## src/rtl/tail_light_seq.sv

```systemverilog
// Turn / hazard / brake tail-light sequencer with LAMPS lamps per side.
// A step-rate prescaler lets the lamp patterns advance slower than CLK.
module tail_light_seq #(
  parameter int LAMPS = 3,
  parameter int DIV   = 1
) (
  input  logic             CLK,
  input  logic             Reset,
  input  logic             L,
  input  logic             R,
  input  logic             Haz,
  input  logic             Brake,
  output logic [LAMPS-1:0] Lout,
  output logic [LAMPS-1:0] Rout,
  output logic             Active
);

  localparam int SW = $clog2(LAMPS + 1);
  localparam int CW = (DIV > 1) ? $clog2(DIV) : 1;
  localparam logic [SW-1:0] STEP_LAST = SW'(LAMPS);
  localparam logic [CW-1:0] CNT_LAST  = CW'(DIV - 1);

  typedef enum logic [1:0] {S_IDLE, S_LEFT, S_RIGHT, S_HAZ} state_t;

  state_t          r_state, w_state_next, w_dec_state;
  logic [SW-1:0]   r_step, w_step_next, w_dec_step;
  logic [CW-1:0]   r_cnt;
  logic [LAMPS-1:0] r_lout, r_rout, w_lout_next, w_rout_next;
  logic [LAMPS-1:0] w_therm, w_therm_rev;
  logic            w_tick, w_haz_req;

  assign w_tick    = (r_cnt == CNT_LAST);
  assign w_haz_req = (L & R) | Haz;

  always_ff @(posedge CLK) begin
    if (Reset) begin
      r_cnt   <= '0;
      r_state <= S_IDLE;
      r_step  <= '0;
      r_lout  <= '0;
      r_rout  <= '0;
    end else begin
      r_cnt   <= w_tick ? '0 : r_cnt + CW'(1);
      r_state <= w_state_next;
      r_step  <= w_step_next;
      r_lout  <= w_lout_next;
      r_rout  <= w_rout_next;
    end
  end

  // Decision taken from IDLE, and also used when a running sweep is aborted.
  always_comb begin
    w_dec_state = S_IDLE;
    w_dec_step  = '0;
    if (w_haz_req) begin
      w_dec_state = S_HAZ;
      w_dec_step  = SW'(1);
    end else if (L) begin
      w_dec_state = S_LEFT;
      w_dec_step  = SW'(1);
    end else if (R) begin
      w_dec_state = S_RIGHT;
      w_dec_step  = SW'(1);
    end
  end

  always_comb begin
    w_state_next = r_state;
    w_step_next  = r_step;
    if (w_tick) begin
      case (r_state)
        S_IDLE: begin
          w_state_next = w_dec_state;
          w_step_next  = w_dec_step;
        end
        S_LEFT: begin
          if (R | Haz) begin
            w_state_next = w_dec_state;
            w_step_next  = w_dec_step;
          end else if (r_step == STEP_LAST) begin
            w_state_next = S_IDLE;
            w_step_next  = '0;
          end else begin
            w_step_next  = r_step + SW'(1);
          end
        end
        S_RIGHT: begin
          if (L | Haz) begin
            w_state_next = w_dec_state;
            w_step_next  = w_dec_step;
          end else if (r_step == STEP_LAST) begin
            w_state_next = S_IDLE;
            w_step_next  = '0;
          end else begin
            w_step_next  = r_step + SW'(1);
          end
        end
        S_HAZ: begin
          if (w_haz_req) begin
            w_step_next  = (r_step == '0) ? SW'(1) : '0;
          end else begin
            w_state_next = S_IDLE;
            w_step_next  = '0;
          end
        end
        default: begin
          w_state_next = S_IDLE;
          w_step_next  = '0;
        end
      endcase
    end
  end

  // Thermometer of the upcoming step; the right side is its mirror image.
  generate
    for (genvar gi = 0; gi < LAMPS; gi++) begin : g_therm
      assign w_therm[gi]     = (SW'(gi) < w_step_next);
      assign w_therm_rev[gi] = w_therm[LAMPS-1-gi];
    end
  endgenerate

  always_comb begin
    w_lout_next = Brake ? '1 : '0;
    w_rout_next = Brake ? '1 : '0;
    case (w_state_next)
      S_LEFT:  w_lout_next = w_therm;
      S_RIGHT: w_rout_next = w_therm_rev;
      S_HAZ: begin
        w_lout_next = (w_step_next != '0) ? '1 : '0;
        w_rout_next = (w_step_next != '0) ? '1 : '0;
      end
      default: ;
    endcase
  end

  assign Lout   = r_lout;
  assign Rout   = r_rout;
  assign Active = (r_state != S_IDLE);

endmodule

```

## config.mk

```make
export PLATFORM = sky130hd
export DESIGN_NAME = tail_light_seq
export DESIGN_NICKNAME = d
export VERILOG_FILES = /design/src/rtl/tail_light_seq.sv
export SDC_FILE = /design/constraint.sdc
export NUM_CORES = 1
export LEC_CHECK = 0
export CORE_MARGIN = 8
export CORE_UTILIZATION = 40
export CTS_CLUSTER_DIAMETER = 40
export DETAILED_ROUTE_END_ITERATION = 16
export SETUP_SLACK_MARGIN = 0.15
export SLEW_MARGIN = 20
export SYNTH_ARGS = -nofsm -noshare
export SYNTH_HDL_FRONTEND = slang
export SYNTH_SLANG_ARGS = --single-unit
```

## constraint.sdc

```tcl
create_clock -name CLK -period 1.7 [get_ports CLK]
set_input_delay 0.34 -clock CLK [delete_from_list [all_inputs] [get_ports CLK]]
set_output_delay 0.34 -clock CLK [all_outputs]
set_load 0.05 [all_outputs]
```

**After elaboration in Yosys (flattened, before gate mapping)**

Cells that the tools add are included.

- Logic and storage cells: 50
- Flip-flop bits (word level): 11

- Add/subtract/negate cells: 2
- Magnitude comparators: 3
- Multiplexer cells: 23
- Reduce and logical (&&, ||, !) cells: 5
- Bitwise logic cells: 5
- Equal/unequal tests: 7

Operators with widths:

| cell | count |
|---|---|
| $mux W2 | 12 |
| $pmux W2 S4 | 2 |
| $pmux W3 S2 | 2 |
| $eq A2 B2 Y1 const B | 5 |
| $mux W3 | 2 |
| $mux W1 | 5 |
| $eq A2 B1 Y1 const B | 2 |
| $logic_not A2 Y1 | 2 |
| $lt A1 B2 Y1 const A | 2 |
| $reduce_bool A2 Y1 | 2 |
| $or A1 B1 Y1 | 3 |
| $add A2 B1 Y2 const B | 1 |
| $lt A2 B2 Y1 const A | 1 |
| $reduce_or A2 Y1 | 1 |
| $add A1 B1 Y1 const B | 1 |
| $and A1 B1 Y1 | 1 |
| $not A1 Y1 | 1 |

**Depth between registers and ports, before layout**

- Depth after elaboration: 9
- Mapped depth: 7
- Depth with buffers taken out: 7

**Least setup slack after synthesis**

Ideal clock, no wire load.

- Path type: register to register
- From: register r_step[0]
- To: register r_rout[0], in the netlist Rout[0]
- Required time: 1.580 ns
- Slack: 0.236 ns
- Arrival: 1.345 ns
- Stages on the path, launching flop included: 7
- Setup time: 0.120 ns
- Clock period less this slack: 1.464 ns
- Cells stage by stage: dfxtp_1 -> inv_1 -> ha_1 -> nor3b_1 -> a22oi_2 -> a31oi_1 -> o31a_1

- Cells in the longest elaborated chain, start to end: 8

Ends and longest elaborated chain:

| element | RTL line | text |
|---|---|---|
| from (decl) | 26 | `logic [SW-1:0] r_step, w_step_next, w_dec_step;` |
| from (signal assigned) | 45 | `r_step <= w_step_next;` |
| $add A2 B1 Y2, or another cell as far along | 84, 95 |  |
| $mux W2 / $mux W1 (equally long branches) | 80, 91, 100 |  |
| $mux W2, or another cell as far along | 88 | `if (L \| Haz) begin` |
| $pmux W2 S4 | 71 | `case (r_state)` |
| $mux W2 | 70 | `if (w_tick) begin` |
| $reduce_bool A2 Y1 | 130 | `w_rout_next = (w_step_next != '0) ? '1 : '0;` |
| $mux W3 | 130 |  |
| $pmux W3 S2 * | 125 | `case (w_state_next)` |
| to (signal assigned) | 47 | `r_rout <= w_rout_next;` |
| to (decl) | 28 | `logic [LAMPS-1:0] r_lout, r_rout, w_lout_next, w_rout_next;` |

Every way passes the cells marked *; elsewhere a longest branch is shown, timed or not.
A chain may end at the register's enable or synchronous reset.

**Worst setup path after layout**

- From: register r_step[1]
- To: register r_rout[0], in the netlist Rout[0]

The elaborated chain is that of the path after synthesis.

==> impl_metrics.json <==
{
  "synth_cell_type_count": 36,
  "cts_buffers": 3,
  "fillers": 150,
  "cap_violations": 0,
  "path_buf_inv": 1,
  "grt-ovfl-total": 0,
  "dp_slack_ns": -0.316,
  "die_y_um": 56.6,
  "r2r_cells": 6,
  "synthCells": 69,
  "cts_hold_buf": 0,
  "final_cell_count_no_fill": 104,
  "grt_use_total_pct": 9.14,
  "status": "completed",
  "report.power.total_mw": 0.752,
  "whs_ns": 0.722,
  "netSwitchingFraction_pct": 35.9,
  "fmax_mhz": 636,
  "antenna_left": 0,
  "async_flop_share_pct": 0,
  "io_buffers": 12,
  "core_um2": 1520,
  "seqCellArea_um2": 235,
  "critPathMaxStageDelay_ns": 0.39,
  "start_kind": "flip-flop",
  "vdd_drop_max_v": 0.000656,
  "synth_seq_cells": 11,
  "critical_path.cell_chain": "inv_4, ha_4, nor3b_4, a22oi_2, a31oi_1, o31a_1",
  "p_leak_nw": 0.363,
  "worstHoldEndpoint": "r_step[1]",
  "path_max_fanout": 4,
  "endpoint_kind": "flip-flop",
  "r2r-start": "r_step[1]",
  "area_growth_pct": 38.7,
  "multi_input_area_um2": 462,
  "timing.rr.end": "Rout[0]",
  "hold_depth": 3,
  "arrival_ns": 1.74,
  "power_frac_seq_pct": 41.1,
  "avgSynthCellArea_um2": 9.56,
  "drive_gt1_share_pct": 51.1,
  "cts_root_buf": "clkbuf_4",
  "gp_congestion": 0.739,
  "internal_power_mw": 0.482,
  "cp_top_family": "compound AO/OA/AOI/OAI gates",
  "yosysSeqAreaShare_pct": 33.4,
  "skew_ns": 0.00825,
  "grt_max_degree": 13,
  "grt_pass1_vias": 557,
  "rows": 14,
  "powerDensity_nw_per_um2": 822,
  "setup_slack_ns": 0.128,
  "grt_pass1_wl_um": 2480,
  "cp_slowest_cell": "dfxtp_4",
  "nets": 97,
  "min_period_over_period_pct": 92.5,
  "cts_sinks": 11,
  "placed_area_um2": 781,
  "start_util_pct": 43.3,
  "slew_headroom_pct": 65.6,
  "wire_per_inst_um": 13.9,
  "rrSetupSlack_ns": 0.13,
  "rsz0062_at_grt": "true",
  "synthTopCellsByArea": "dfxtp_1, a21oi_1, nor2_1, ha_1, a21o_1",
  "drtIter0Drc": 10,
  "synth_top_area_share_pct": 33.4,
  "fin_crit_ns": 1.57,
  "worstPathRequired_ns": 1.87,
  "synth_ff_type": "dfxtp_1",
  "antenna_cells": 0,
  "io_pins": 13,
  "postLayoutCoreUtil_pct": 60.0,
  "crit_type": "flip-flop to flip-flop",
  "switching_power_mw": 0.270,
  "yosys_warnings": 0,
  "grt_antenna_before_repair": 0,
  "cts_tree": "built",
  "die_width_um": 56.6,
  "combPwrFrac_pct": 35.4,
  "finalSetupViolCount": 0,
  "synth_edf_count": 0,
  "synth_fp_nets": 77,
  "final_area_um2": 915,
  "dieArea_um2": 3200,
  "slew_viol_final": 0,
  "synth_top_area_cell": "dfxtp_1",
  "wl_um": 1440,
  "hold_path.class": "flip-flop to flip-flop",
  "hold_violations": 0,
  "clockBufferDepth": 2,
  "hp-start": "r_step[1]",
  "first_pass_iters": 4,
  "worstSkewPairLatency_ns": 0.27,
  "dp_hpwl_um": 987,
  "avgViaCountPerCell": 5.59,
  "tns_ns": 0,
  "worst_pin_slew_ns": 0.515,
  "vias": 581,
  "clkTransAtPathRegs_ns": 0.07,
  "drc": 0,
  "clock_power_share_pct": 23.4,
  "placed_cells": 97,
  "syn_area_um2": 659,
  "cts_htree_levels": 1
}
layout make-up:
type | count | area share [%]
Clock buffer | 3 | 2.46
Clock inverter | 1 | 0.547
Inverter | 3 | 1.50
Timing Repair Buffer | 18 | 17.1
Tap cell | 16 | 2.19
Sequential cell | 11 | 25.7
Multi-Input combinational cell | 52 | 50.5
logic make-up after synthesis:
kind of cell	synth area share, %
buffers and inverters	7.21
AO/OA/AOI/OAI	36.1
flip-flops	33.4
adder cells (fa/ha/maj)	3.79
XOR/XNOR	1.33
AND/OR/NAND/NOR	15.4
multiplexers	2.28
other	0.569
sequential cells by signal, indices dropped and copies added (netlist names):
register,flops
r_step,2
r_cnt,1
Rout,3
Lout,3
r_state,2
worst register-to-register path, stage by stage (launching register included):
cell and delay (ns):
dfxtp_4 0.39, inv_4 0.04, ha_4 0.22, nor3b_4 0.15, a22oi_2 0.26, a31oi_1 0.13, o31a_1 0.29
cell usage in the layout (no fill, tap or decap), types with 2 or more instances in the layout:
| cell | n |
|---|---|
| dlygate4sd2_1 | 3 |
| a21o_1 | 3 |
| a21oi_1 | 5 |
| dfxtp_1 | 7 |
| nor2_1 | 7 |
| ha_4 | 2 |
| nor2_2 | 2 |
| a22o_1 | 2 |
| a21oi_2 | 4 |
| dfxtp_4 | 4 |
| clkdlybuf4s50_1 | 2 |
| buf_4 | 12 |
| o31a_1 | 2 |
| clkbuf_4 | 3 |
| a211oi_4 | 2 |
metal layers:
| layer | up-vias | global-route usage, % | share of wire [%] |
|---|---|---|---|
| li1 | 289 | - | - |
| met1 | 280 | 11.4 | 48 |
| met2 | 9 | 13.6 | 46 |
| met3 | 3 | 4.49 | 4.9 |
| met4 | 0 | 2.06 | 0.69 |
| met5 | - | 0 | 0 |
worst max-delay path by stage:
| stage | start | end | slack [ns] | depth (start not counted) |
|---|---|---|---|---|
| finish | r_step[1] | Rout[0] | 0.13 | 6 |
| global route | r_step[0] | Rout[0] | 0.07 | 7 |
| CTS | r_step[0] | Rout[0] | 0.16 | 6 |
| detailed placement | Haz | Rout[0] | -0.32 | 6 |
| global placement | Haz | Rout[0] | -0.28 | 6 |
| floorplan | r_step[0] | Rout[0] | 0.24 | 6 |
Yosys cell counts, types with 2 or more instances:
cell and instances:
dfxtp_1 11, nor2_1 8, a21oi_1 7, a21o_1 3, inv_1 3, a21oi_2 2
a22o_1 2, ha_1 2, nor2_2 2, nor3b_1 2, o31a_1 2
power groups by stage:
stage / clock network (mW) / registers [mW] / logic [mW]
global route: 0.199 / 0.314 / 0.284
floorplan: 0 / 0.352 / 0.138
detailed placement: 0 / 0.311 / 0.247
CTS: 0.182 / 0.309 / 0.258
global placement: 0 / 0.312 / 0.246
finish: 0.176 / 0.309 / 0.266
repair_timing:
action / 4_1_cts / 5_1_grt
setup endpoints to repair: 8 / 6
resized for setup: 12 / 14
setup buffers: 2 / 1
pin swaps: 4 / 9
No activity file was read; power rests on OpenSTA's default activity.
